==> config.mk <==
export PLATFORM = sky130hd
export DESIGN_NAME = prv_intr_arbiter
export DESIGN_NICKNAME = d
export VERILOG_FILES = /design/src/rtl/prv_intr_pkg.sv /design/src/rtl/prv_intr_gateway.sv /design/src/rtl/prv_intr_arbiter.sv
export SDC_FILE = /design/constraint.sdc
export NUM_CORES = 1
export LEC_CHECK = 0
export BUFFER_PORTS_ARGS = -buffer_cell sky130_fd_sc_hd__buf_2
export CAP_MARGIN = 25
export CORE_ASPECT_RATIO = 1.4
export CORE_MARGIN = 5
export CORE_UTILIZATION = 50
export CTS_CLUSTER_SIZE = 25
export DETAILED_ROUTE_END_ITERATION = 10
export HOLD_SLACK_MARGIN = 0.06
export PLACE_DENSITY = 0.74
export SYNTH_ARGS = -nofsm -noshare
export SYNTH_HDL_FRONTEND = slang
export SYNTH_SLANG_ARGS = --single-unit
==> constraint.sdc <==
create_clock -name CLK -period 16.3 [get_ports CLK]
set_input_delay 0.815 -clock CLK [delete_from_list [all_inputs] [get_ports CLK]]
set_output_delay 0.815 -clock CLK [all_outputs]
set_load 0.02 [all_outputs]
==> src/rtl/prv_intr_pkg.sv <==
// Shared types and helpers for the privilege-unit interrupt gateway/arbiter.
// Sources carry IDs starting at 1 so that 0 can mean "no interrupt".
package prv_intr_pkg;

  typedef enum logic [1:0] {
    GW_IDLE       = 2'd0,
    GW_PENDING    = 2'd1,
    GW_IN_SERVICE = 2'd2
  } gw_state_t;

  localparam int ID_NONE      = 0;
  localparam int PRIO_W_MAX   = 8;
  localparam int SRC_MAX      = 31;
  localparam int PRIO_VEC_MAX = 256;

  // Extracts the priority field of source idx from a flattened vector.
  function automatic logic [PRIO_W_MAX-1:0] prio_of(
    input logic [PRIO_VEC_MAX-1:0] prio_vec,
    input int                      idx,
    input int                      w
  );
    logic [PRIO_W_MAX-1:0] res;
    res = '0;
    for (int b = 0; b < PRIO_W_MAX; b++) begin
      if (b < w) res[b] = prio_vec[idx*w + b];
    end
    return res;
  endfunction

endpackage

==> src/rtl/prv_intr_gateway.sv <==
// Per-source gateway: latches a level or rising-edge request and tracks it
// through claim and completion, with a one-deep re-pend for edge sources.
module prv_intr_gateway
  import prv_intr_pkg::*;
(
  input  logic      CLK,
  input  logic      RST,
  input  logic      irq,
  input  logic      edge_mode,
  input  logic      claim_hit,
  input  logic      complete_hit,
  output gw_state_t state,
  output logic      pending
);

  gw_state_t state_reg;
  logic      prev_reg;
  logic      repend_reg;
  logic      trigger;

  assign trigger = edge_mode ? (irq & ~prev_reg) : irq;
  assign state   = state_reg;
  assign pending = (state_reg == GW_PENDING);

  always_ff @(posedge CLK or posedge RST) begin
    if (RST) begin
      state_reg  <= GW_IDLE;
      prev_reg   <= 1'b0;
      repend_reg <= 1'b0;
    end else begin
      prev_reg <= irq;
      case (state_reg)
        GW_IDLE: begin
          if (trigger) state_reg <= GW_PENDING;
        end
        GW_PENDING: begin
          if (claim_hit) state_reg <= GW_IN_SERVICE;
          if (edge_mode && trigger) repend_reg <= 1'b1;
        end
        GW_IN_SERVICE: begin
          if (complete_hit) begin
            // A remembered edge re-arms the source straight back to pending.
            if (edge_mode && repend_reg) begin
              state_reg  <= GW_PENDING;
              repend_reg <= 1'b0;
            end else begin
              state_reg <= GW_IDLE;
            end
          end else if (edge_mode && trigger) begin
            repend_reg <= 1'b1;
          end
        end
        default: state_reg <= GW_IDLE;
      endcase
    end
  end

endmodule

==> src/rtl/prv_intr_arbiter.sv <==
// Multi-source interrupt gateway bank plus priority/threshold arbiter with
// registered intr/id/prio outputs and a claim/complete handshake.
module prv_intr_arbiter
  import prv_intr_pkg::*;
#(
  parameter int                 NUM_SRC   = 8,
  parameter int                 PRIO_W    = 3,
  parameter logic [NUM_SRC-1:0] EDGE_MASK = '0,
  parameter int                 ID_W      = $clog2(NUM_SRC + 1)
) (
  input  logic                      CLK,
  input  logic                      RST,
  input  logic [NUM_SRC-1:0]        src_irq,
  input  logic [NUM_SRC-1:0]        src_en,
  input  logic [NUM_SRC*PRIO_W-1:0] src_prio,
  input  logic [PRIO_W-1:0]         threshold,
  input  logic                      global_ie,
  input  logic                      claim,
  output logic [ID_W-1:0]           claim_id,
  input  logic                      complete,
  input  logic [ID_W-1:0]           complete_id,
  output logic [NUM_SRC-1:0]        pending,
  output logic                      intr,
  output logic [ID_W-1:0]           intr_id,
  output logic [PRIO_W-1:0]         intr_prio
);

  logic [PRIO_VEC_MAX-1:0] prio_vec_ext;
  logic [PRIO_W-1:0]       src_prio_arr [NUM_SRC];
  gw_state_t               gw_state     [NUM_SRC];
  logic [NUM_SRC-1:0]      eligible;
  logic [NUM_SRC-1:0]      claim_hit;
  logic [NUM_SRC-1:0]      complete_hit;

  logic                    win_valid;
  logic [ID_W-1:0]         win_id;
  logic [PRIO_W-1:0]       win_prio;

  logic                    intr_reg;
  logic [ID_W-1:0]         intr_id_reg;
  logic [PRIO_W-1:0]       intr_prio_reg;

  assign prio_vec_ext = PRIO_VEC_MAX'(src_prio);
  assign claim_id     = intr_id_reg;

  genvar gi;
  generate
    for (gi = 0; gi < NUM_SRC; gi++) begin : g_src
      // IDs 0 and out-of-range never match, so stray claims/completes fall away.
      assign claim_hit[gi]    = claim && (intr_id_reg == ID_W'(gi + 1));
      assign complete_hit[gi] = complete && (complete_id == ID_W'(gi + 1));
      assign src_prio_arr[gi] = PRIO_W'(prio_of(prio_vec_ext, gi, PRIO_W));
      assign eligible[gi]     = (gw_state[gi] == GW_PENDING) && src_en[gi] &&
                                (src_prio_arr[gi] > threshold);

      prv_intr_gateway u_gw (
        .CLK          (CLK),
        .RST          (RST),
        .irq          (src_irq[gi]),
        .edge_mode    (EDGE_MASK[gi]),
        .claim_hit    (claim_hit[gi]),
        .complete_hit (complete_hit[gi]),
        .state        (gw_state[gi]),
        .pending      (pending[gi])
      );
    end
  endgenerate

  // Strict compare keeps the lowest index on equal priorities.
  always_comb begin
    win_valid = 1'b0;
    win_id    = ID_W'(ID_NONE);
    win_prio  = '0;
    for (int i = 0; i < NUM_SRC; i++) begin
      if (eligible[i] && (!win_valid || (src_prio_arr[i] > win_prio))) begin
        win_valid = 1'b1;
        win_id    = ID_W'(i + 1);
        win_prio  = src_prio_arr[i];
      end
    end
  end

  always_ff @(posedge CLK or posedge RST) begin
    if (RST) begin
      intr_reg      <= 1'b0;
      intr_id_reg   <= '0;
      intr_prio_reg <= '0;
    end else begin
      intr_reg      <= win_valid && global_ie;
      intr_id_reg   <= win_id;
      intr_prio_reg <= win_prio;
    end
  end

  assign intr      = intr_reg;
  assign intr_id   = intr_id_reg;
  assign intr_prio = intr_prio_reg;

endmodule
==> results.yml <==
die:
  pin_count: 72
  rows: 31
  die_w_um: 72.38
  dieArea_sq_um: 7045
  core_sq_um: 5236
  start_util_pct: 52.02
  fp.dieH_um: 97.33
synthesis:
  synth-compound-area-share_pct: 26.27
  syn_area_per_cell_sq_um: 8.254
  yosys_warnings: 0
  synth_cell_types: 53
  synthMuxAreaShare_pct: 0
  synth_top_family_by_area: "compound AO/OA/AOI/OAI gates"
  synth_fa_ha_area_share_pct: 20.67
  synth_xor_area_share_pct: 0
  syn_area_sq_um: 2724
  post_synth_inst_count: 330
  synth-seq-area-share_pct: 22.05
  synthSimpleGateAreaFrac_pct: 23.93
  synth_ff_type: "dfrtp_1"
  syn_nets: 427
  synth-edff-count: 0
  async_flop_share_pct: 100.0
  ys_ff_latch: 24
power_and_ir_drop:
  clockPowerShare_pct: 10.3
  switching_power_w: 0.0001938
  max-vdd-ir-drop_v: 0.00003916
  seqPwrFrac_pct: 24.7
  intPower_w: 0.0002067
  power_density_nw_per_um2: 129.2
  switching_share_pct: 48.40
  p_comb_share_pct: 65.0
  leakagePower_nw: 1.481
global_route:
  grt_max_degree: 25
  overflow: 0
  first_global_vias: 2683
  grt_pass1_wl_mm: 11.62
  grt_usage_pct: 20.28
  antenna_found_initial: 0
cells_and_area:
  final_cell_mix: "buf_2 (71), ha_1 (45), nand3_1 (26), nand2_1 (24), dfrtp_1 (24)"
  drive_gt1_share_pct: 20.88
  nets: 486
  layout_commonest_cell: "buf_2"
  fin_util_pct: 59.19
  area_delta_synth_final_pct: 13.78
  diodes: 0
  largest_reg_flops: 16
placed_design:
  dpl.hpwl_mm: 6.000
  portBuffers: 71
  gp_congestion: 0.9299
setup_path:
  worstSetupEndpointType: "flip-flop"
  critPathMaxFanout: 11
  crit_path_max_incr_delay_ns: 0.57
  slowest_stage: "a311oi_1"
  crit_type: "input port to flip-flop"
  crit_path_start_kind: "input port"
  crit_required_ns: 16.45
  arrival_ns: 11.66
  ff2ff_path_depth: 50
  cp.depth: 53
  crit_family: "compound AO/OA/AOI/OAI gates"
  cp_common_cell: "ha_1"
  path_buf_inv: 2
detailed_routing:
  vias: 2691
  ant_nets: 0
  routed_via_density: 5.927
  initialDrtViolationCount: 100
  drc: 0
  routed_wl_mm: 7.107
  firstDrtPassIters: 4
  wl_per_cell_um: 15.65
timing:
  rsz0062_at_grt: "false"
  post-route-period-util_pct: 70.62
  skew_ns: 0.007597
  final_max_slew_viol_count: 0
  relSlewSlack_pct: 40.32
  final.setup.tns_ns: 0
  finalHoldViolCount: 0
  tightest_slew_ns: 0.8943
  holdWs_ns: 0.4555
  setup_viol: 0
  min_period_ns: 11.51
  max_freq_mhz: 86.88
clock_tree:
  cts_buffer_depth: 2
  cts.hold.buffers_added: 0
  htreeDepth: 1
  clk_latency_ns: 0.27
  numCtsBuffers: 3
  cts_tree: "built"
  cts_setup_buffers: 0
  ctsResizeCount: 0
  cts_root_buffer: "clkbuf_8"
  clk_pin_slew_ns: 0.08
  clkSinkCount: 24
hold_path:
  hold_class: "flip-flop to flip-flop"
  whs_path_depth: 1
flow_run:
  max_cap_viol_count: 0
run_status:
  status: "completed"
per-stage QoR:
step,std cells,power (W),setup WS (ns),instance area [sq um]
2_1_floorplan,330,0.0003060,6.286,2724
3_3_place_gp,450,0.0003544,4.839,3044
3_5_place_dp,450,0.0003595,4.691,3044
4_1_cts,454,0.0004014,4.962,3099
5_1_grt,454,0.0004361,3.905,3099
6_report,454,0.0004006,4.789,3099
metal layers:
metal | up-vias | routed length [um] | global-route usage, %
met3 | 15 | 373 | 1.967
li1 | 1344 | - | -
met1 | 1254 | 2948 | 24.46
met5 | - | 0 | 0
met4 | 0 | 169 | 7.813
met2 | 78 | 3615 | 36.07
cells by family after synthesis:
group	after synthesis
buf+inv	37
simple gates	123
compound gates	101
fa+ha+maj	45
flops	24
worst register-to-register path: cells and delay by family (launching register included):
kind	cells	cell delay [ns]
AOI/OAI and AO/OA	29	5.65
adders and majority gates	7	1.89
DFF	1	0.43
and+or+nand+nor	14	2.58
Yosys cell counts (2+ instances only):
cell type,n,area (sq um)
o21a_1,10,75.07
nor2_1,19,71.32
a21o_1,6,45.04
o311ai_0,3,26.28
nor3b_1,2,15.01
and3_1,6,37.54
clkbuf_1,3,11.26
dfrtp_1,24,600.6
a32oi_1,2,17.52
nand2_1,24,90.09
a31oi_1,4,25.02
nand3_1,26,130.1
a311o_1,2,20.02
o31ai_1,2,15.01
o31a_1,2,17.52
o22ai_1,2,12.51
a21oi_1,15,75.07
buf_4,12,90.09
and2_1,7,43.79
o2111ai_1,2,17.52
nand4_1,3,18.77
o211ai_1,3,22.52
and3b_1,2,17.52
o21ai_1,2,10.01
inv_1,20,75.07
nand3b_1,2,15.01
a2bb2oi_1,2,17.52
nor2b_1,20,125.1
o21ai_0,23,115.1
nor3_1,6,30.03
ha_1,45,563.0
a211oi_1,3,22.52
a311oi_1,6,52.55
power groups by stage:
stage               clock [W]  sequential (W)  combinational, W
CTS                 0.0000418       0.0000990          0.000261
global route        0.0000438        0.000103          0.000290
finish              0.0000411       0.0000990          0.000260
detailed placement          0        0.000100          0.000259
global placement            0       0.0000990          0.000255
floorplan                   0        0.000107          0.000199
path summary, 6_finish.rpt:
kind	startpoint	endpoint	slack, ns
hold reg to reg	g_src[6].u_gw.state[1]$_DFFE_PP0P_	g_src[6].u_gw.state[0]$_DFFE_PP0P_	0.46
hold / removal	g_src[6].u_gw.state[1]$_DFFE_PP0P_	g_src[6].u_gw.state[0]$_DFFE_PP0P_	0.46
setup reg to reg	g_src[0].u_gw.state[1]$_DFFE_PP0P_	intr_prio[2]$_DFF_PP0_	5.62
max in group asynchronous	RST	g_src[3].u_gw.state[1]$_DFFE_PP0P_	15.03
setup / recovery	threshold[2]	intr_prio[2]$_DFF_PP0_	4.79
min in group asynchronous	RST	claim_id[2]$_DFF_PP0_	0.72
layout make-up:
class                      instances  area, sq um
sequential                        24        600.6
clock buffer                       4        55.05
multi-input combinational        269         1931
inverter                          20        75.07
timing repair buffer              71        355.3
fill                             510         2137
tap                               66        82.58
No activity file was read; power rests on OpenSTA's default activity.
